--- src/rtl/mcu0_pkg.sv ---
// mcu0_pkg: shared loader state encoding and memory geometry
package mcu0_pkg;
  localparam int MEM_AW = 12;
  localparam int WORD_W = 16;
  typedef enum logic [2:0] {IDLE, HI, LO, WRITE, DONE, ERROR} state_t;
endpackage

--- src/rtl/byte_packer.sv ---
// byte_packer: gathers a high and a low byte into one big-endian word with its last flag
module byte_packer
  import mcu0_pkg::*;
(
  input  logic              clock,
  input  logic              reset,
  input  logic              cap_hi,
  input  logic              cap_lo,
  input  logic [7:0]        data,
  input  logic              last_in,
  output logic [WORD_W-1:0] word,
  output logic              last
);
  logic [7:0] hi;
  // high byte waits in hi; the word only changes when its low byte lands, so it holds between writes
  always_ff @(posedge clock)
    if (reset) begin
      hi   <= '0;
      word <= '0;
      last <= 1'b0;
    end else begin
      if (cap_hi) hi <= data;
      if (cap_lo) begin
        word <= {hi, data};
        last <= last_in;
      end
    end
endmodule

--- src/rtl/mcu0_loader.sv ---
// mcu0_loader: streams a byte image into the mcu0 memory as 16-bit words, holding the cpu until done
module mcu0_loader
  import mcu0_pkg::*;
#(
  parameter int            AW   = MEM_AW,
  parameter logic [AW-1:0] BASE = '0
) (
  input  logic              clock,
  input  logic              reset,
  input  logic              start,
  input  logic              in_valid,
  input  logic [7:0]        in_data,
  input  logic              in_last,
  output logic              in_ready,
  output logic              mem_w,
  output logic [AW-1:0]     mem_wi,
  output logic [WORD_W-1:0] mem_wd,
  output logic              cpu_hold,
  output logic              done,
  output logic              error,
  output logic [AW-1:0]     word_count
);
  localparam logic [AW-1:0] TOP = {{(AW-1){1'b1}}, 1'b0};
  localparam logic [AW-1:0] SAT = {1'b1, {(AW-1){1'b0}}};
  state_t state, nxt;
  logic [AW-1:0] addr;
  logic xfer, launch, lo_xfer, word_last;
  assign xfer    = in_valid && in_ready;
  assign lo_xfer = state == LO && xfer;
  assign launch  = start && (state == IDLE || state == DONE || state == ERROR);
  byte_packer u_packer (
    .clock  (clock),
    .reset  (reset),
    .cap_hi (state == HI && xfer),
    .cap_lo (lo_xfer),
    .data   (in_data),
    .last_in(in_last),
    .word   (mem_wd),
    .last   (word_last)
  );
  // state register
  always_ff @(posedge clock) state <= reset ? IDLE : nxt;
  // next state: overflow is judged on the address of the word just written, before any increment
  always_comb begin
    nxt = state;
    case (state)
      IDLE:    nxt = start ? HI : IDLE;
      HI:      nxt = in_valid ? (in_last ? ERROR : LO) : HI;
      LO:      nxt = in_valid ? WRITE : LO;
      WRITE:   nxt = word_last ? DONE : (addr == TOP ? ERROR : HI);
      DONE:    nxt = start ? HI : DONE;
      ERROR:   nxt = start ? HI : ERROR;
      default: nxt = IDLE;
    endcase
  end
  // strobe and address are registered as the low byte lands so they are clean for the whole write cycle
  always_ff @(posedge clock)
    if (reset) begin
      addr       <= BASE;
      word_count <= '0;
      mem_w      <= 1'b0;
      mem_wi     <= '0;
    end else begin
      mem_w <= lo_xfer;
      if (lo_xfer) mem_wi <= addr;
      if (launch) begin
        addr       <= BASE;
        word_count <= '0;
      end else if (state == WRITE) begin
        if (word_count != SAT) word_count <= word_count + 1'b1;
        if (!word_last && addr != TOP) addr <= addr + AW'(2);
      end
    end
  // per-state status outputs
  always_comb begin
    in_ready = state == HI || state == LO;
    done     = state == DONE;
    error    = state == ERROR;
    cpu_hold = state != DONE;
  end
endmodule

--- config.mk ---
export PLATFORM = sky130hd
export DESIGN_NAME = mcu0_loader
export DESIGN_NICKNAME = d
export VERILOG_FILES = /design/src/rtl/mcu0_pkg.sv /design/src/rtl/byte_packer.sv /design/src/rtl/mcu0_loader.sv
export SDC_FILE = /design/constraint.sdc
export NUM_CORES = 1
export LEC_CHECK = 0
export ABC_AREA = 0
export CORE_ASPECT_RATIO = 2
export CORE_MARGIN = 2
export CORE_UTILIZATION = 54
export CTS_CLUSTER_SIZE = 8
export DETAILED_ROUTE_END_ITERATION = 7
export PLACE_DENSITY = 0.9
export SYNTH_ARGS = -nofsm -noshare
export SYNTH_HDL_FRONTEND = slang
export SYNTH_SLANG_ARGS = --single-unit
--- constraint.sdc ---
create_clock -name clock -period 2.3 [get_ports clock]
set_input_delay 0.23 -clock clock [delete_from_list [all_inputs] [get_ports clock]]
set_output_delay 0.23 -clock clock [all_outputs]
set_load 0.05 [all_outputs]
==> reports/metrics.csv <==
metric;value;unit
finalHoldViolCount;0;
dp_hpwl;4380;um
layout-drive-gt1-share;8.12;%
ctsHoldBuffers;0;
yosysWarnings;0;
diodes;0;
die_area;5610;um^2
vias;2435;
gr-total-overflow;0;
clock_sinks;63;
track_usage;24.2;%
rrSetupSlack;0.34;ns
grt_pass1_vias;2310;
leakagePower;1.21;nW
grt_max_degree;41;
fin_nets;394;
sw_frac_of_total;21.9;%
start_util;56.0;%
p_switching;500;uW
startpoint_type;flop;
syn-cell-area;2700;um^2
cts-htree-levels;3;
ys.flop_type;dfxtp_1;
place_ws;0.367;ns
async_flop_share;0;%
post-cts-setup-buffer-count;0;
die_h;104;um
power.internal;1.79;mW
avgSynthCellArea;8.33;um^2
dr.pass1.iters;4;
root_buffer;clkbuf_8;
tns;0;ns
fp.coreArea;4820;um^2
finalSetupViolations;0;
numCtsBuffers;9;
timing.fmax;457;MHz
postSynthCellCount;324;
cts_tree;done;
finalWirelength;6210;um
initialDrtViolationCount;59;
critPathCaptureType;output pin;
ys_seq_area_share;46.8;%
place.gp.congestion;0.798;
pwr-share-seq;48.9;%
criticalPathCategory;reg2out;
power;2.29;mW
required;2.07;ns
critical_path_arrival;1.96;ns
path_clk_slew;0.06;ns
max_slew_margin;59.6;%
rsz0062_at_grt;no;
num_io_pins;58;
worst_slew_pin_slew;0.606;ns
p_comb_share;6.3;%
via_per_inst;5.55;
route.detailed.drc;0;
cp_max_fo;13;
slew_viol_final;0;
ys_types;49;
p_clk_share;44.7;%
area_growth;28.6;%
power.density;659;nW/um^2
synth_seq_cells;63;
cts_buffer_depth;2;
die_w;54.0;um
post_drt_wl_per_cell;14.2;um
cts_resized;0;
clkLatencyLatePin;0.33;ns
fin_crit_sh;95.2;%
antenna_found_initial;0;
fin_ws;0.110;ns
min_path_type;reg2reg;
period_minus_slack;2.19;ns
maxCapViolCount;0;
irDropWorstVdd;0.517;mV
synth_edf_count;0;
grt_first_pass_wirelength;10200;um
rows;36;
finClkSkew;0.00426;ns
drtAntennaViolNets;0;
final_core_util;72.0;%
portBuffers;56;
syn-num-nets;340;
status;completed;
kinds of logic (layout without fill, tap and decap cells):
| family | Yosys count | after routing | share of synthesized area (%) |
|---|---|---|---|
| xor gates and xnor gates | 12 | 12 | 3.90 |
| buffers and inverters | 24 | 82 | 4.64 |
| and+or+nand+nor | 156 | 156 | 28.5 |
| AOI/OAI and AO/OA | 61 | 61 | 13.2 |
| muxes | 4 | 4 | 1.48 |
| DFF | 63 | 63 | 46.8 |
| other | 1 | 1 | 0.139 |
| adders and majority gates | 3 | 3 | 1.39 |
power groups by stage:
stage	Combinational [mW]	Sequential, mW	Clock (mW)
finish	0.145	1.12	1.02
global route	0.159	1.12	1.09
CTS	0.146	1.12	1.04
detailed placement	0.145	1.14	0
global placement	0.143	1.14	0
floorplan	0.0970	1.14	0
Yosys cell counts (all sizes together), types with 5 or more instances:
cell type | count | share of area [%]
nand3 | 6 | 1.1
nand4 | 5 | 1.4
buf | 12 | 3.0
a21oi | 42 | 7.9
nor4 | 5 | 1.2
clkbuf | 6 | 0.83
inv | 6 | 0.83
nor3 | 5 | 0.93
o21ai | 5 | 0.93
nand2b | 6 | 1.4
dfxtp | 63 | 47
nand2 | 84 | 12
nor2 | 20 | 3.2
xnor2 | 11 | 3.6
worst paths after layout:
kind,startpoint,end,cells past startpoint
max reg2reg,state[0],addr[9],4
min,u_packer.hi[6],u_packer.word[14],2
min reg2reg,u_packer.hi[6],u_packer.word[14],2
max,state[2],cpu_hold,3
per-stage QoR:
stage / instance area (um^2) / hold slack [ns] / cells
5_1_grt: 3470 / 0.477 / 439
2_1_floorplan: 2700 / 0.366 / 324
6_report: 3470 / 0.451 / 439
3_5_place_dp: 3260 / 0.449 / 424
3_3_place_gp: 3260 / 0.440 / 424
4_1_cts: 3470 / 0.458 / 439
layout make-up:
| cell class | count | area (um^2) |
|---|---|---|
| Fill cell | 356 | 1350 |
| Multi-Input combinational cell | 237 | 1310 |
| Sequential cell | 63 | 1260 |
| Timing Repair Buffer | 61 | 591 |
| Clock buffer | 11 | 141 |
| Tap cell | 57 | 71.3 |
| Clock inverter | 4 | 70.1 |
| Inverter | 6 | 22.5 |
metal layers:
| layer | track usage (%) | vias to the layer above | share of wire (%) |
|---|---|---|---|
| li1 | - | 1207 | - |
| met1 | 26.2 | 1150 | 39 |
| met3 | 7.18 | 12 | 4.7 |
| met4 | 10.4 | 0 | 2.3 |
| met2 | 41.4 | 66 | 54 |
| met5 | 0 | - | 0 |
sequential cells by signal, summed over array words and instances, names as in the netlist:
name and count:
addr 11, u_packer.word 16, mem_wi 11, state 3, mem_w 1, word_count 12
u_packer.last 1, u_packer.hi 8
layout by cell type, fill, tap and decap left out, types with 6 or more instances in the layout:
| cell type | count |
|---|---|
| xnor2_1 | 11 |
| a21oi_1 | 41 |
| dfxtp_1 | 63 |
| nor2_1 | 18 |
| nand2_1 | 84 |
| clkdlybuf4s50_1 | 53 |
| nand3_1 | 6 |
| clkbuf_8 | 10 |
| inv_1 | 6 |
| buf_4 | 8 |
| nand2b_1 | 6 |
worst max-delay path, cell delays in order (launching register included):
cell	delay, ns
dfxtp_1	0.52
nand2b_1	0.11
or2_2	0.30
clkdlybuf4s50_1	0.70
Power figures use the tool's default switching activity.
